<file path="config.mk">
export PLATFORM = sky130hd
export DESIGN_NAME = spi_slave
export DESIGN_NICKNAME = d
export VERILOG_FILES = /design/src/rtl/spi_slave.sv
export SDC_FILE = /design/constraint.sdc
export NUM_CORES = 1
export LEC_CHECK = 0
export CAP_MARGIN = 20
export CORE_MARGIN = 5
export CORE_UTILIZATION = 41
export DETAILED_ROUTE_END_ITERATION = 10
export GPL_ROUTABILITY_DRIVEN = 0
export PLACE_DENSITY = 0.69
export SLEW_MARGIN = 20
export SYNTH_ARGS = -nofsm -noshare
export SYNTH_HDL_FRONTEND = slang
export SYNTH_SLANG_ARGS = --single-unit
</file>
<file path="constraint.sdc">
create_clock -name clk -period 1.9 [get_ports clk]
set_input_delay 0.475 -clock clk [delete_from_list [all_inputs] [get_ports clk]]
set_output_delay 0.475 -clock clk [all_outputs]
set_load 0.02 [all_outputs]
</file>
<file path="src/rtl/spi_slave.sv">
// SPI slave front end for a small RAM.
// Receives a command/address/data frame on MOSI (MSB first) and presents it to
// the RAM as rx_data with a one-cycle rx_valid strobe. For read-data frames it
// waits for tx_valid, then shifts tx_data out on MISO (MSB first).
//
// Ports:
//   clk       system clock, everything on the rising edge
//   rst_n     synchronous active-low reset
//   SS_n      active-low slave select from the SPI master
//   MOSI      serial data in
//   MISO      serial data out (registered, 0 when not shifting)
//   rx_data   received frame: [ADDR_SIZE+1:ADDR_SIZE] command, rest payload
//   rx_valid  one-cycle strobe qualifying rx_data
//   tx_data   read data from the RAM
//   tx_valid  RAM read data valid level
//
// state     | meaning
// ----------+-------------------------------------------------------------
// IDLE      | slave not selected, waiting for SS_n low
// CHK_CMD   | first frame bit sampled, picks the transaction path
// WRITE     | collecting a write frame, then parked until SS_n high
// READ_ADD  | collecting a read-address frame, sets rd_addr_done at the end
// READ_DATA | collecting a read-data frame, then waiting/shifting tx_data
module spi_slave #(
  parameter int MEM_DEPTH = 256,
  localparam int ADDR_SIZE = $clog2(MEM_DEPTH)
) (
  input  logic                 clk,
  input  logic                 rst_n,
  input  logic                 SS_n,
  input  logic                 MOSI,
  output logic                 MISO,
  output logic [ADDR_SIZE+1:0] rx_data,
  output logic                 rx_valid,
  input  logic [ADDR_SIZE-1:0] tx_data,
  input  logic                 tx_valid
);

  localparam int FW  = ADDR_SIZE + 2;
  localparam int CW  = $clog2(ADDR_SIZE + 2);
  localparam int TCW = (ADDR_SIZE > 1) ? $clog2(ADDR_SIZE) : 1;

  typedef enum logic [2:0] {IDLE, CHK_CMD, WRITE, READ_ADD, READ_DATA} state_e;

  state_e               state_q, state_d;
  logic [CW-1:0]        cnt_q, cnt_d;
  logic [FW-1:0]        frame_q, frame_d;
  logic                 done_q, done_d;
  logic [FW-1:0]        rx_data_q, rx_data_d;
  logic                 rx_valid_q, rx_valid_d;
  logic                 miso_q, miso_d;
  logic                 rd_addr_done_q, rd_addr_done_d;
  logic [ADDR_SIZE-1:0] tx_shift_q, tx_shift_d;
  logic [TCW-1:0]       tx_cnt_q, tx_cnt_d;
  logic                 busy_q, busy_d;
  logic                 loaded_q, loaded_d;

  always_ff @(posedge clk) begin
    if (!rst_n) begin
      state_q        <= IDLE;
      cnt_q          <= '0;
      frame_q        <= '0;
      done_q         <= 1'b0;
      rx_data_q      <= '0;
      rx_valid_q     <= 1'b0;
      miso_q         <= 1'b0;
      rd_addr_done_q <= 1'b0;
      tx_shift_q     <= '0;
      tx_cnt_q       <= '0;
      busy_q         <= 1'b0;
      loaded_q       <= 1'b0;
    end else begin
      state_q        <= state_d;
      cnt_q          <= cnt_d;
      frame_q        <= frame_d;
      done_q         <= done_d;
      rx_data_q      <= rx_data_d;
      rx_valid_q     <= rx_valid_d;
      miso_q         <= miso_d;
      rd_addr_done_q <= rd_addr_done_d;
      tx_shift_q     <= tx_shift_d;
      tx_cnt_q       <= tx_cnt_d;
      busy_q         <= busy_d;
      loaded_q       <= loaded_d;
    end
  end

  always_comb begin
    state_d        = state_q;
    cnt_d          = cnt_q;
    frame_d        = frame_q;
    done_d         = done_q;
    rx_data_d      = rx_data_q;
    rx_valid_d     = 1'b0;
    miso_d         = 1'b0;
    rd_addr_done_d = rd_addr_done_q;
    tx_shift_d     = tx_shift_q;
    tx_cnt_d       = tx_cnt_q;
    busy_d         = busy_q;
    loaded_d       = loaded_q;

    if (SS_n) begin
      // Deselect aborts whatever is in flight; rd_addr_done survives.
      state_d  = IDLE;
      cnt_d    = '0;
      done_d   = 1'b0;
      busy_d   = 1'b0;
      loaded_d = 1'b0;
      tx_cnt_d = '0;
    end else begin
      unique case (state_q)
        IDLE: begin
          state_d  = CHK_CMD;
          cnt_d    = '0;
          done_d   = 1'b0;
          loaded_d = 1'b0;
        end
        CHK_CMD: begin
          frame_d = {{(FW-1){1'b0}}, MOSI};
          // Down-counter over the remaining ADDR_SIZE+1 bits; bit 0 at zero.
          cnt_d   = CW'(ADDR_SIZE);
          if (!MOSI)               state_d = WRITE;
          else if (rd_addr_done_q) state_d = READ_DATA;
          else                     state_d = READ_ADD;
        end
        WRITE, READ_ADD, READ_DATA: begin
          if (!done_q) begin
            frame_d = {frame_q[FW-2:0], MOSI};
            if (cnt_q == '0) begin
              done_d     = 1'b1;
              rx_data_d  = frame_d;
              rx_valid_d = 1'b1;
              if (state_q == READ_ADD) rd_addr_done_d = 1'b1;
            end else begin
              cnt_d = cnt_q - CW'(1);
            end
          end else if (state_q == READ_DATA) begin
            if (busy_q) begin
              if (tx_cnt_q != '0) begin
                miso_d     = tx_shift_q[ADDR_SIZE-1];
                tx_shift_d = tx_shift_q << 1;
                tx_cnt_d   = tx_cnt_q - TCW'(1);
              end else begin
                busy_d = 1'b0;
              end
            end else if (!loaded_q && tx_valid) begin
              // MSB goes out now; the shifter keeps the remaining bits.
              miso_d         = tx_data[ADDR_SIZE-1];
              tx_shift_d     = tx_data << 1;
              tx_cnt_d       = TCW'(ADDR_SIZE - 1);
              busy_d         = 1'b1;
              loaded_d       = 1'b1;
              rd_addr_done_d = 1'b0;
            end
          end
        end
        default: state_d = IDLE;
      endcase
    end
  end

  assign MISO     = miso_q;
  assign rx_data  = rx_data_q;
  assign rx_valid = rx_valid_q;

endmodule

</file>
# == After elaboration in Yosys (flattened, before gate mapping) ==
# Index checks and enable logic that the tools add are counted.
# word_totals
regBits,43
latch_bits,0
ram_bits,0
mem_bits_ro,0
input_bits,13
word_cells,90
memories,0
# op_classes
add_sub_neg,2
n_mul,0
n_div,0
n_lt_le_gt_ge,0
n_eq_ne,14
shift,0
mux,34
n_bitwise,5
n_reduce_logical,23
# op_table
operator,n
8-bit 2-to-1 mux,3
1-bit 2-to-1 mux,18
9-bit case mux with 2 select lines,1
3-bit 2-to-1 mux,5
2-bit inequality test (second input constant),7
4-bit case mux with 3 select lines,1
5-bit AND reduction,2
2-bit nonzero test,5
9-bit 2-to-1 mux,1
3-bit case mux with 3 select lines,1
3-bit AND reduction,3
4-bit 2-to-1 mux,2
7-bit AND reduction,1
3-bit by 2-bit == test with 1-bit output (second input constant),2
2-bit by 1-bit inequality test with 1-bit output (second input constant),3
6-bit AND reduction,1
3-bit nonzero test,2
1-bit NOT,5
5-bit OR reduction,1
4-bit logical NOT,1
1-bit case mux with 2 select lines,2
4-bit AND reduction,1
4-bit OR reduction,1
4-bit by 1-bit subtractor with 4-bit output (second input constant),1
other kinds (8),8

# == Logic depth before layout (Yosys ltp) ==
# logic_depth
depth_word,7
mapped_depth,7
mapped_depth_nobuf,6

# == Worst setup path before layout ==
# Ideal clock, no wire load.
# synth_path
path_type,reg2reg
from,register cnt_q[0]
to,register cnt_q[2]
t_arrival_ps,1529
required_time_ps,1830
setup_slack_ps,302
path_stages_with_launch,7
n_path_buf,0
synth_period_minus_slack_ps,1598
cell_sequence,dfxtp_1 -> inv_1 -> ha_1 -> nor3b_2 -> o32a_1 -> or3_1 -> a21oi_1
# synth_via
elab_chain_cells,4
# synth_rtl
item,line_no,source
from (decl),46,"logic [CW-1:0] cnt_q, cnt_d;"
from (signal assigned),74,cnt_q <= cnt_d;
4-bit by 1-bit subtractor with 4-bit output,135,cnt_d = cnt_q - CW'(1);
4-bit 2-to-1 mux,129,if (cnt_q == '0) begin
4-bit 2-to-1 mux,127,if (!done_q) begin
4-bit case mux with 3 select lines,111,unique case (state_q)
# Parallel ways exist; a longest one is shown, timed or not. The select of a mux whose other input is x is not followed.
# A chain may end at the register's enable or synchronous reset.

# == Worst setup path after layout ==
# layout_path
from,register rx_data_q[4] (netlist: rx_data[4])
to,output port rx_data[4]
# layout_lines
item,line_no,source
from (decl),49,"logic [FW-1:0] rx_data_q, rx_data_d;"
from (signal assigned),77,rx_data_q <= rx_data_d;
to (decl),33,"output logic [ADDR_SIZE+1:0] rx_data,"
# No word-level cell between the ends.

==> results.yml <==
run_status:
  outcome: "completed"
worst_setup_path:
  arrival_ns: 1.26
  worst-setup-path-type: "register to primary output"
  cp_top_family: "buffers and inverters"
  path_cells: "clkdlybuf4s50_1"
  crit_end: "rx_data[4]"
  crit_buf_inv: 1
  path_max_fanout: 2
  cp.required_ns: 1.42
  slowest_stage: "clkdlybuf4s50_1"
  crit_path_start_kind: "register"
  rr_startpoint: "cnt_q[0]$_SDFFE_PP0P_"
  path_depth: 1
  timing.rr.end: "cnt_q[2]$_SDFFE_PP0P_"
  critPathLaunch: "rx_data[4]$_SDFFE_PN0P_"
  reg2reg_depth: 6
  end_kind: "primary output"
  reg2reg_setup_slack_ns: 0.17
  slowest_delay_ns: 0.62
finish:
  drive_gt1_share_pct: 13.6
  final_nets: 275
  fin_area_um2: 2500
  post-route-util_pct: 53.3
  area_growth_pct: 26.8
  antenna_cells: 0
  layout.cells.non_filler: 312
drt:
  drtIter0Drc: 109
  drc: 0
  avgViaCountPerCell: 5.40
  wirelength_mm: 4.40
  vias: 1685
  wl_per_cell_um: 14.1
  dr.pass1.iters: 4
  postRouteAntennaNets: 0
timing:
  rsz0062_at_grt: "no"
  fin_crit_sh_pct: 91.1
  max_freq_ghz: 0.578
  finalSetupViolations: 0
  relSlewSlack_pct: 73.1
  finalCriticalPeriod_ns: 1.73
  worst_pin_slew_ns: 0.402
  finalHoldViolations: 0
  skew_ns: 0.00570
  slew_viol_final: 0
  whs_ns: 0.448
logic_synthesis:
  ys.flop_type: "dfxtp_1"
  yosysTopAreaCellShare_pct: 42.7
  muxShareOfSynthArea_pct: 7.68
  yosysTopAreaCell: "dfxtp_1"
  netlist_area_um2: 1970
  synth_xor_area_share_pct: 0
  synth_compound_area_share_pct: 21.8
  synth-edff-count: 0
  ys_types: 47
  postSynthCellCount: 223
  synth_top_family_by_area: "compound AO/OA/AOI/OAI gates"
  yosysWarnings: 0
  synth_area_leaders: "dfxtp_1 43%, mux2i_1 7.1%, o21ai_0 3.6%"
  synth_fa_ha_area_share_pct: 2.54
  avgSynthCellArea_um2: 8.84
  ys_seq_area_share_pct: 42.7
  synth-simple-area-share_pct: 19.0
  synth-seq-cells: 42
  asyncSetResetFlopFracSynth_pct: 0
  synthesis.nets: 240
clocking:
  path_clk_slew_ns: 0.08
  cts_tree: "yes"
  cts.sinks: 42
  ctsHtreeMaxLevel: 2
  max-clock-path-buffers: 2
  clock_latency_ns: 0.29
  post_cts_buffers: 0
  numCtsBuffers: 5
  cts-root-buf: "clkbuf_8"
power_and_ir_drop:
  irDropWorstVdd_uv: 331
  p_leak_nw: 0.868
  powerDensity_nw_per_um2: 699
worst_hold_path:
  hp-class: "register to register"
run:
  drv_cap: 0
floorplan:
  die_w_um: 79.3
  fp.dieArea_um2: 6290
  core_um2: 4690
  die-height_um: 79.3
  rows: 25
  start_util_pct: 42.0
  ios: 25
global_route:
  grt_start_max_net_pins: 21
  grt_pass1_wl_mm: 7.76
  overflow: 0
  track_usage_pct: 15.5
  grt_antenna_before_repair: 0
  first_global_vias: 1677
place:
  io_buffers: 24
  dp_hpwl_mm: 3.17
  placed_cell_area_um2: 2380
  dp_cells: 305
[report_power, final]
group | switching [W] | internal, W
logic | 0.0000691 | 0.0000723
registers | 0.00000861 | 0.000885
clock network | 0.000292 | 0.000420
[Yosys cell counts, drive strengths merged (3+ instances only)]
cell and n:
inv 10, o31ai 3, nor2 15, ha 4
nor3 4, o21ai 15, buf 10, a31oi 7
mux2i 14, a21oi 11, dfxtp 42, clkbuf 7
nand3 13, nand2 18, nand2b 4, a211oi 3
o21a 9, nor3b 3, a311oi 7
[per-layer routing]
| layer | GRT usage (%) | vias up | part of all wire, % |
|---|---|---|---|
| met4 | 4.81 | 0 | 1.3 |
| li1 | - | 875 | - |
| met1 | 19.6 | 783 | 47 |
| met5 | 0 | - | 0 |
| met2 | 25.2 | 22 | 47 |
| met3 | 4.76 | 5 | 4.0 |
[area by class of cell]
cell class / instances / area, um2
fill: 430 / 2190
sequential: 42 / 841
clock buffer: 6 / 82.6
timing repair buffer: 45 / 423
tap: 54 / 67.6
clock inverter: 1 / 30.0
multi-input combinational: 153 / 1010
inverter: 11 / 41.3
[worst min path at each step]
stage,depth (start not counted),slack (ns),from,to
6_report,2,0.45,rx_data[9]$_SDFFE_PN0P_,rx_data[9]$_SDFFE_PN0P_
5_1_grt,2,0.49,rx_data[5]$_SDFFE_PN0P_,rx_data[5]$_SDFFE_PN0P_
4_1_cts,2,0.45,rx_data[9]$_SDFFE_PN0P_,rx_data[9]$_SDFFE_PN0P_
3_5_place_dp,2,0.44,rx_data[9]$_SDFFE_PN0P_,rx_data[9]$_SDFFE_PN0P_
3_3_place_gp,2,0.44,rx_data[9]$_SDFFE_PN0P_,rx_data[9]$_SDFFE_PN0P_
2_1_floorplan,2,0.44,frame_q[8]$_SDFFE_PN0P_,rx_data[9]$_SDFFE_PN0P_
[what timing repair did]
item	CTS	global route
hold buffers	0	0
hold endpoints to repair	0	0
setup endpoints to repair	0	11
gates resized for setup	0	2
[logic make-up (layout without fill, tap and decap cells)]
logic type / count (synthesis) / after routing
AOI/OAI and AO/OA: 64 / 64
adders and majority gates: 4 / 4
buffers and inverters: 28 / 63
DFF: 42 / 42
muxes: 15 / 15
and+or+nand+nor: 70 / 70
[stage by stage]
stage,worst slack [ns],setup TNS (ns),power (W)
floorplan,0.302,0,0.000985
global placement,-0.106,-1.47,0.00105
detailed placement,-0.142,-1.73,0.00105
CTS,0.131,0,0.00177
global route,0.00369,0,0.00182
finish,0.169,0,0.00175
[sequential cells by signal, indices dropped and copies added, names as in the netlist]
signal          cells
loaded_q            1
rd_addr_done_q      1
frame_q             9
cnt_q               4
tx_shift_q          7
done_q              1
MISO                1
rx_valid            1
busy_q              1
rx_data            10
state_q             3
tx_cnt_q            3
[cells in the final DEF, fill, tap and decap left out, types with 6 or more instances in the layout]
master	netlist	final
dfxtp_1	42	42
clkdlybuf4s50_1	0	24
buf_4	4	19
nand2_1	18	18
mux2i_1	14	14
o21ai_0	14	14
nor2_1	14	13
nand3_1	13	13
a21oi_1	11	11
inv_1	10	10
o21a_1	9	9
a31oi_1	7	7
a311oi_1	7	7
clkbuf_8	0	6
No activity file was read; power rests on OpenSTA's default activity.
